## src/rtl/quadrilatero_instr_pkg.sv

```systemverilog
// Quadrilatero instruction patterns on custom-1 (opcode 0x2B); match after masking
// opcode, funct3 and funct7, leaving register fields free.
package quadrilatero_instr_pkg;

  localparam logic [31:0] QMASK    = 32'hFE00707F;

  localparam logic [31:0] MMASA_W  = 32'h0000002B;
  localparam logic [31:0] MMADA_H  = 32'h0200002B;
  localparam logic [31:0] MMAQA_B  = 32'h0400002B;
  localparam logic [31:0] FMMACC_S = 32'h1000002B;
  localparam logic [31:0] FMMACC_D = 32'h1200002B;
  localparam logic [31:0] FMMACC_H = 32'h1400002B;
  localparam logic [31:0] MZERO    = 32'h4000002B;
  localparam logic [31:0] MLD_B    = 32'h0000102B;
  localparam logic [31:0] MLD_H    = 32'h0200102B;
  localparam logic [31:0] MLD_W    = 32'h0400102B;
  localparam logic [31:0] MST_B    = 32'h0000202B;
  localparam logic [31:0] MST_H    = 32'h0200202B;
  localparam logic [31:0] MST_W    = 32'h0400202B;

endpackage

```

## src/rtl/xif_pkg.sv

```systemverilog
// XIF issue-interface types shared between the core and the matrix unit.
package xif_pkg;

  typedef struct packed {
    logic       accept;
    logic       writeback;
    logic [2:0] dualwrite;
    logic [2:0] dualread;
    logic       loadstore;
    logic       ecswrite;
    logic       exc;
  } x_issue_resp_t;

endpackage

```

## src/rtl/quadrilatero_issue_buffer.sv

```systemverilog
// XIF issue front-end: decodes offloaded instructions and holds accepted ones in an
// in-order buffer until committed (dispatched in order) or killed (dropped).
module quadrilatero_issue_buffer
  import xif_pkg::*;
  import quadrilatero_instr_pkg::*;
#(
  parameter int unsigned DEPTH    = 4,
  parameter int unsigned ID_WIDTH = 4,
  parameter bit          FP_EN    = 1'b1
) (
  input  logic                         clk_i,
  input  logic                         rst_i,
  input  logic                         issue_valid_i,
  output logic                         issue_ready_o,
  input  logic [31:0]                  issue_instr_i,
  input  logic [ID_WIDTH-1:0]          issue_id_i,
  output x_issue_resp_t                issue_resp_o,
  input  logic                         commit_valid_i,
  input  logic [ID_WIDTH-1:0]          commit_id_i,
  input  logic                         commit_kill_i,
  output logic                         disp_valid_o,
  input  logic                         disp_ready_i,
  output logic [31:0]                  disp_instr_o,
  output logic [ID_WIDTH-1:0]          disp_id_o,
  output logic [1:0]                   disp_class_o,
  output logic [$clog2(DEPTH+1)-1:0]   occupancy_o
);

  localparam int unsigned PtrW = $clog2(DEPTH);
  localparam int unsigned CntW = $clog2(DEPTH+1);

  logic [31:0]         instr_q     [DEPTH];
  logic [ID_WIDTH-1:0] id_q        [DEPTH];
  logic [1:0]          class_q     [DEPTH];
  logic [DEPTH-1:0]    committed_q;
  logic [DEPTH-1:0]    killed_q;
  logic [PtrW-1:0]     head_q, tail_q;
  logic [CntW-1:0]     count_q;

  logic [31:0]      dec_word;
  logic             dec_ok;
  logic [1:0]       dec_cls;
  x_issue_resp_t    resp;
  logic             push, pop;
  logic [DEPTH-1:0] commit_hit;
  logic             commit_found;
  logic             commit_new;
  logic [PtrW-1:0]  scan_idx;

  always_comb begin
    dec_ok   = 1'b0;
    dec_cls  = 2'd0;
    dec_word = issue_instr_i & QMASK;
    case (dec_word)
      MMASA_W, MMADA_H, MMAQA_B: begin dec_ok = 1'b1;  dec_cls = 2'd0; end
      FMMACC_S, FMMACC_D, FMMACC_H: begin dec_ok = FP_EN; dec_cls = 2'd0; end
      MLD_B, MLD_H, MLD_W:       begin dec_ok = 1'b1;  dec_cls = 2'd1; end
      MST_B, MST_H, MST_W:       begin dec_ok = 1'b1;  dec_cls = 2'd2; end
      MZERO:                     begin dec_ok = 1'b1;  dec_cls = 2'd3; end
      default: ;
    endcase
  end

  always_comb begin
    resp           = '0;
    resp.accept    = dec_ok;
    resp.loadstore = dec_ok & ((dec_cls == 2'd1) | (dec_cls == 2'd2));
  end

  assign issue_resp_o  = resp;
  assign issue_ready_o = !rst_i && (count_q < CntW'(DEPTH));
  assign push          = issue_valid_i & issue_ready_o & dec_ok;

  // Oldest live entry with this id that has not yet been committed or killed.
  always_comb begin
    commit_hit   = '0;
    commit_found = 1'b0;
    scan_idx     = '0;
    for (int k = 0; k < int'(DEPTH); k++) begin
      scan_idx = head_q + PtrW'(k);
      if (!commit_found && (k < int'(count_q)) && (id_q[scan_idx] == commit_id_i) &&
          !committed_q[scan_idx] && !killed_q[scan_idx]) begin
        commit_hit[scan_idx] = commit_valid_i;
        commit_found         = 1'b1;
      end
    end
    commit_new = commit_valid_i & push & !commit_found & (issue_id_i == commit_id_i);
  end

  assign disp_valid_o = (count_q != '0) && committed_q[head_q] && !killed_q[head_q];
  assign pop          = (count_q != '0) && (killed_q[head_q] || (disp_valid_o && disp_ready_i));
  assign disp_instr_o = instr_q[head_q];
  assign disp_id_o    = id_q[head_q];
  assign disp_class_o = class_q[head_q];
  assign occupancy_o  = count_q;

  always_ff @(posedge clk_i or posedge rst_i) begin
    if (rst_i) begin
      for (int unsigned i = 0; i < DEPTH; i++) begin
        instr_q[i] <= '0;
        id_q[i]    <= '0;
        class_q[i] <= '0;
      end
      committed_q <= '0;
      killed_q    <= '0;
      head_q      <= '0;
      tail_q      <= '0;
      count_q     <= '0;
    end else begin
      for (int unsigned i = 0; i < DEPTH; i++) begin
        if (commit_hit[i]) begin
          if (commit_kill_i) killed_q[i]    <= 1'b1;
          else               committed_q[i] <= 1'b1;
        end
      end
      if (push) begin
        instr_q[tail_q]     <= issue_instr_i;
        id_q[tail_q]        <= issue_id_i;
        class_q[tail_q]     <= dec_cls;
        committed_q[tail_q] <= commit_new & !commit_kill_i;
        killed_q[tail_q]    <= commit_new & commit_kill_i;
        tail_q              <= tail_q + 1'b1;
      end
      if (pop) head_q <= head_q + 1'b1;
      case ({push, pop})
        2'b10:   count_q <= count_q + 1'b1;
        2'b01:   count_q <= count_q - 1'b1;
        default: ;
      endcase
    end
  end

endmodule

```

## config.mk

```make
export PLATFORM = sky130hd
export DESIGN_NAME = quadrilatero_issue_buffer
export DESIGN_NICKNAME = d
export VERILOG_FILES = /design/src/rtl/quadrilatero_instr_pkg.sv /design/src/rtl/xif_pkg.sv /design/src/rtl/quadrilatero_issue_buffer.sv
export SDC_FILE = /design/constraint.sdc
export NUM_CORES = 1
export LEC_CHECK = 0
export BUFFER_PORTS_ARGS = -buffer_cell sky130_fd_sc_hd__buf_2
export CELL_PAD_IN_SITES_DETAIL_PLACEMENT = 1
export CELL_PAD_IN_SITES_GLOBAL_PLACEMENT = 2
export CORE_AREA = 2 2 192 137
export CTS_CLUSTER_DIAMETER = 50
export DETAILED_ROUTE_END_ITERATION = 10
export DIE_AREA = 0 0 194 139
export GPL_ROUTABILITY_DRIVEN = 0
export GPL_TIMING_DRIVEN = 1
export PLACE_DENSITY_LB_ADDON = 0.2
export SYNTH_ARGS = -nofsm -noshare
export SYNTH_HDL_FRONTEND = slang
export SYNTH_SLANG_ARGS = --single-unit
```

## constraint.sdc

```tcl
create_clock -name clk_i -period 4.5 [get_ports clk_i]
set_input_delay 0.45 -clock clk_i [delete_from_list [all_inputs] [get_ports clk_i]]
set_output_delay 0.45 -clock clk_i [all_outputs]
set_load 0.005 [all_outputs]
```

==> flow_metrics.tcl <==
set metrics [dict create \
    drc_errors 0 \
    clock_sink_count 167 \
    final_min_period_over_clock_period_pct 75.5 \
    synth_cells 811 \
    final.fill_count 2823 \
    drv_cap 0 \
    critical_path.cell_chain "inv_1, ha_1, mux4_2, xnor2_1, o211ai_1, nor4_2, buf_4, nor4_2, a31oi_1, o2bb2ai_1" \
    synth.cell_area_um2 8420 \
    crit_cells 10 \
    critical_path.endpoint_type "flop" \
    cts-htree-levels 4 \
    syn_avg_cell_area_um2 10.4 \
    floorplan.initialDensity_pct 33.3 \
    final_cell_mix "328 x sky130_fd_sc_hd__nand2_1, 165 x sky130_fd_sc_hd__dfrtp_1, 90 x sky130_fd_sc_hd__buf_2" \
    finalWirelength_um 24700 \
    critical_path.most_common_cell "sky130_fd_sc_hd__nor4_2" \
    finalCriticalPeriod_ns 3.40 \
    yosys_warnings 0 \
    avgRoutedWirePerCell_um 20.1 \
    r2r_slack_ns 1.10 \
    clockBufferDepth 2 \
    asyncSetResetFlopFracSynth_pct 100 \
    outcome "finished, final reports clean" \
    detail-route-antenna-nets 0 \
    core_region_area_um2 25300 \
    cp.required_ns 4.85 \
    synth_largest_area_cell "sky130_fd_sc_hd__dfrtp_1" \
    post-layout-total-power_w 0.00432 \
    r2r.worst_path.cells 10 \
    tritoncts "done" \
    vdd_drop_max_mv 0.198 \
    r2r-start "head_q[0]" \
    clk_latency_ns 0.43 \
    area_growth_syn_to_layout_pct 16.2 \
    mostFrequentLayoutCell "sky130_fd_sc_hd__nand2_1" \
    fp.dieH_um 139 \
    setup.worst_path.start_class "flop" \
    worstPathBufferInverterCount 2 \
    timing.rr.end "committed_q[0]" \
    layout-drive-gt1-share_pct 22.1 \
    die_area_um2 27000 \
    regArea_um2 4180 \
    worstPathArrival_ns 3.75 \
    power_density_normalized_to_cell_area_nw_per_um2 441 \
    whs_ns 0.194 \
    num_io_pins 100 \
    post-cts-setup-buffer-count 0 \
    synth.yosys.seq_area_share_pct 49.6 \
    vias 6195 \
    fmax_mhz 294 \
    grt_pass1_vias 6869 \
    finalMaxSlewViolations 0 \
    placementRows 49 \
    synth_cell_types 45 \
    worst_path_largest_cell_delay_ns 0.74 \
    io_buffers 90 \
    detailedRoute.firstPassIterationCount 4 \
    crit_path_max_fanout 11 \
    antennaDiodeCount 0 \
    final.setup.tns_ns 0 \
    numCtsBuffers 17 \
    gr-total-overflow 0 \
    detailedPlacementHpwl_um 16200 \
    die_x_um 194 \
    crit_path_top_delay_cell "sky130_fd_sc_hd__nor4_2" \
    grt_use_total_pct 19.1 \
    cts-hold-fix-buffers 0 \
    yosysTopAreaCellShare_pct 49.6 \
    global_route_wire_length_before_repair_um 39900 \
    synth_enable_flop_cells 0 \
    timing.max_slew.rel_slack_pct 42.7 \
    hold_viol 0 \
    grt_start_max_net_pins 132 \
    post_cts_resize_count 0 \
    post_synth_main_area_contributors "sky130_fd_sc_hd__dfrtp_1 50%, sky130_fd_sc_hd__nand2_1 15%, sky130_fd_sc_hd__mux4_2 11%, sky130_fd_sc_hd__mux4_1 3.7%, sky130_fd_sc_hd__and2_1 2.5%" \
    grt_antenna_before_repair 0 \
    multi_input_gate_area_um2 3950 \
    synth-main-ff-cell "sky130_fd_sc_hd__dfrtp_1" \
    dr.first_iter.drc_count 255 \
    setup.worst_path.class "reg -> reg" \
    clkTransAtPathRegs_ns 0.07 \
    setup-violations-final 0 \
    finClkSkew_ns 0.00541 \
    grt_setup_unrepaired "no" \
    cpLargestDelayFamily "simple AND/OR/NAND/NOR gates" \
    leakage_component_of_the_power_nw 5.06 \
    clock-root-buffer "sky130_fd_sc_hd__clkbuf_16" \
    holdCritPathClass "in -> async" \
    worst_pin_slew_ns 0.859 \
    design.final.nets 942 \
    drt-vias-per-instance 5.05 \
    postSynthRegisterBits 167 \
]
## kinds of logic after synthesis
group / share of synthesized area [%]
and+or+nand+nor: 22.4
DFF: 49.6
buffers and inverters: 3.97
muxes: 15.1
AOI/OAI and AO/OA: 4.15
xor gates and xnor gates: 2.81
adders and majority gates: 1.93
other: 0.0445
## state kept, by name (all words and copies together) (netlist names)
name	cells
class_q	8
occupancy_o	3
head_q	2
tail_q	2
killed_q	4
committed_q	4
instr_q	128
id_q	16
## synth_stat cells, types with 11 or more instances
master and instances:
sky130_fd_sc_hd__mux4_1 12, sky130_fd_sc_hd__nand2_1 332, sky130_fd_sc_hd__xnor2_1 16, sky130_fd_sc_hd__buf_4 11, sky130_fd_sc_hd__xor2_1 11, sky130_fd_sc_hd__mux4_2 41
sky130_fd_sc_hd__dfrtp_1 167, sky130_fd_sc_hd__and2_1 33, sky130_fd_sc_hd__nand2b_1 17, sky130_fd_sc_hd__a21oi_1 15, sky130_fd_sc_hd__ha_1 13, sky130_fd_sc_hd__clkbuf_1 33
## report_power, final
part / leakage [nW] / internal, W / switching (W)
Sequential: 2.30 / 0.00157 / 0.0000835
Combinational: 2.46 / 0.000465 / 0.000637
Clock: 0.305 / 0.000933 / 0.000630
## layer usage
layer  up-vias  GRT usage (%)  wire length (µm)
met2       128           31.3             11800
met4         0           6.06               412
met1      3203           25.3             11300
met5         -              0                 0
met3        29           4.33              1150
li1       2835              -                 -
## worst max-delay path by stage
stage | from | to | slack [ns]
after detailed placement | head_q[0] | committed_q[0] | 1.09
final | head_q[0] | committed_q[0] | 1.10
after CTS | head_q[0] | committed_q[0] | 1.09
after floorplan | head_q[1] | committed_q[0] | 0.76
after global placement | head_q[0] | killed_q[3] | 1.23
after global routing | head_q[0] | committed_q[0] | 0.84
## cell type report
type | instances | share of cell area (%)
clock inverters | 11 | 1.50
repair buffers | 105 | 5.88
inverters | 9 | 0.384
well taps | 331 | 4.23
flip-flops and latches | 167 | 42.8
multi-input cells | 583 | 40.3
clock buffers | 21 | 4.91
## per-stage QoR
step	worst slack (ns)	util [%]	std cells	area (µm²)
2_1_floorplan	0.758	-	819	8460
3_3_place_gp	1.23	36.3	1195	9160
3_5_place_dp	1.09	36.3	1195	9160
4_1_cts	1.09	38.7	1227	9790
5_1_grt	0.840	38.7	1227	9790
6_report	1.10	38.7	1227	9790
No activity file was read; power rests on OpenSTA's default activity.
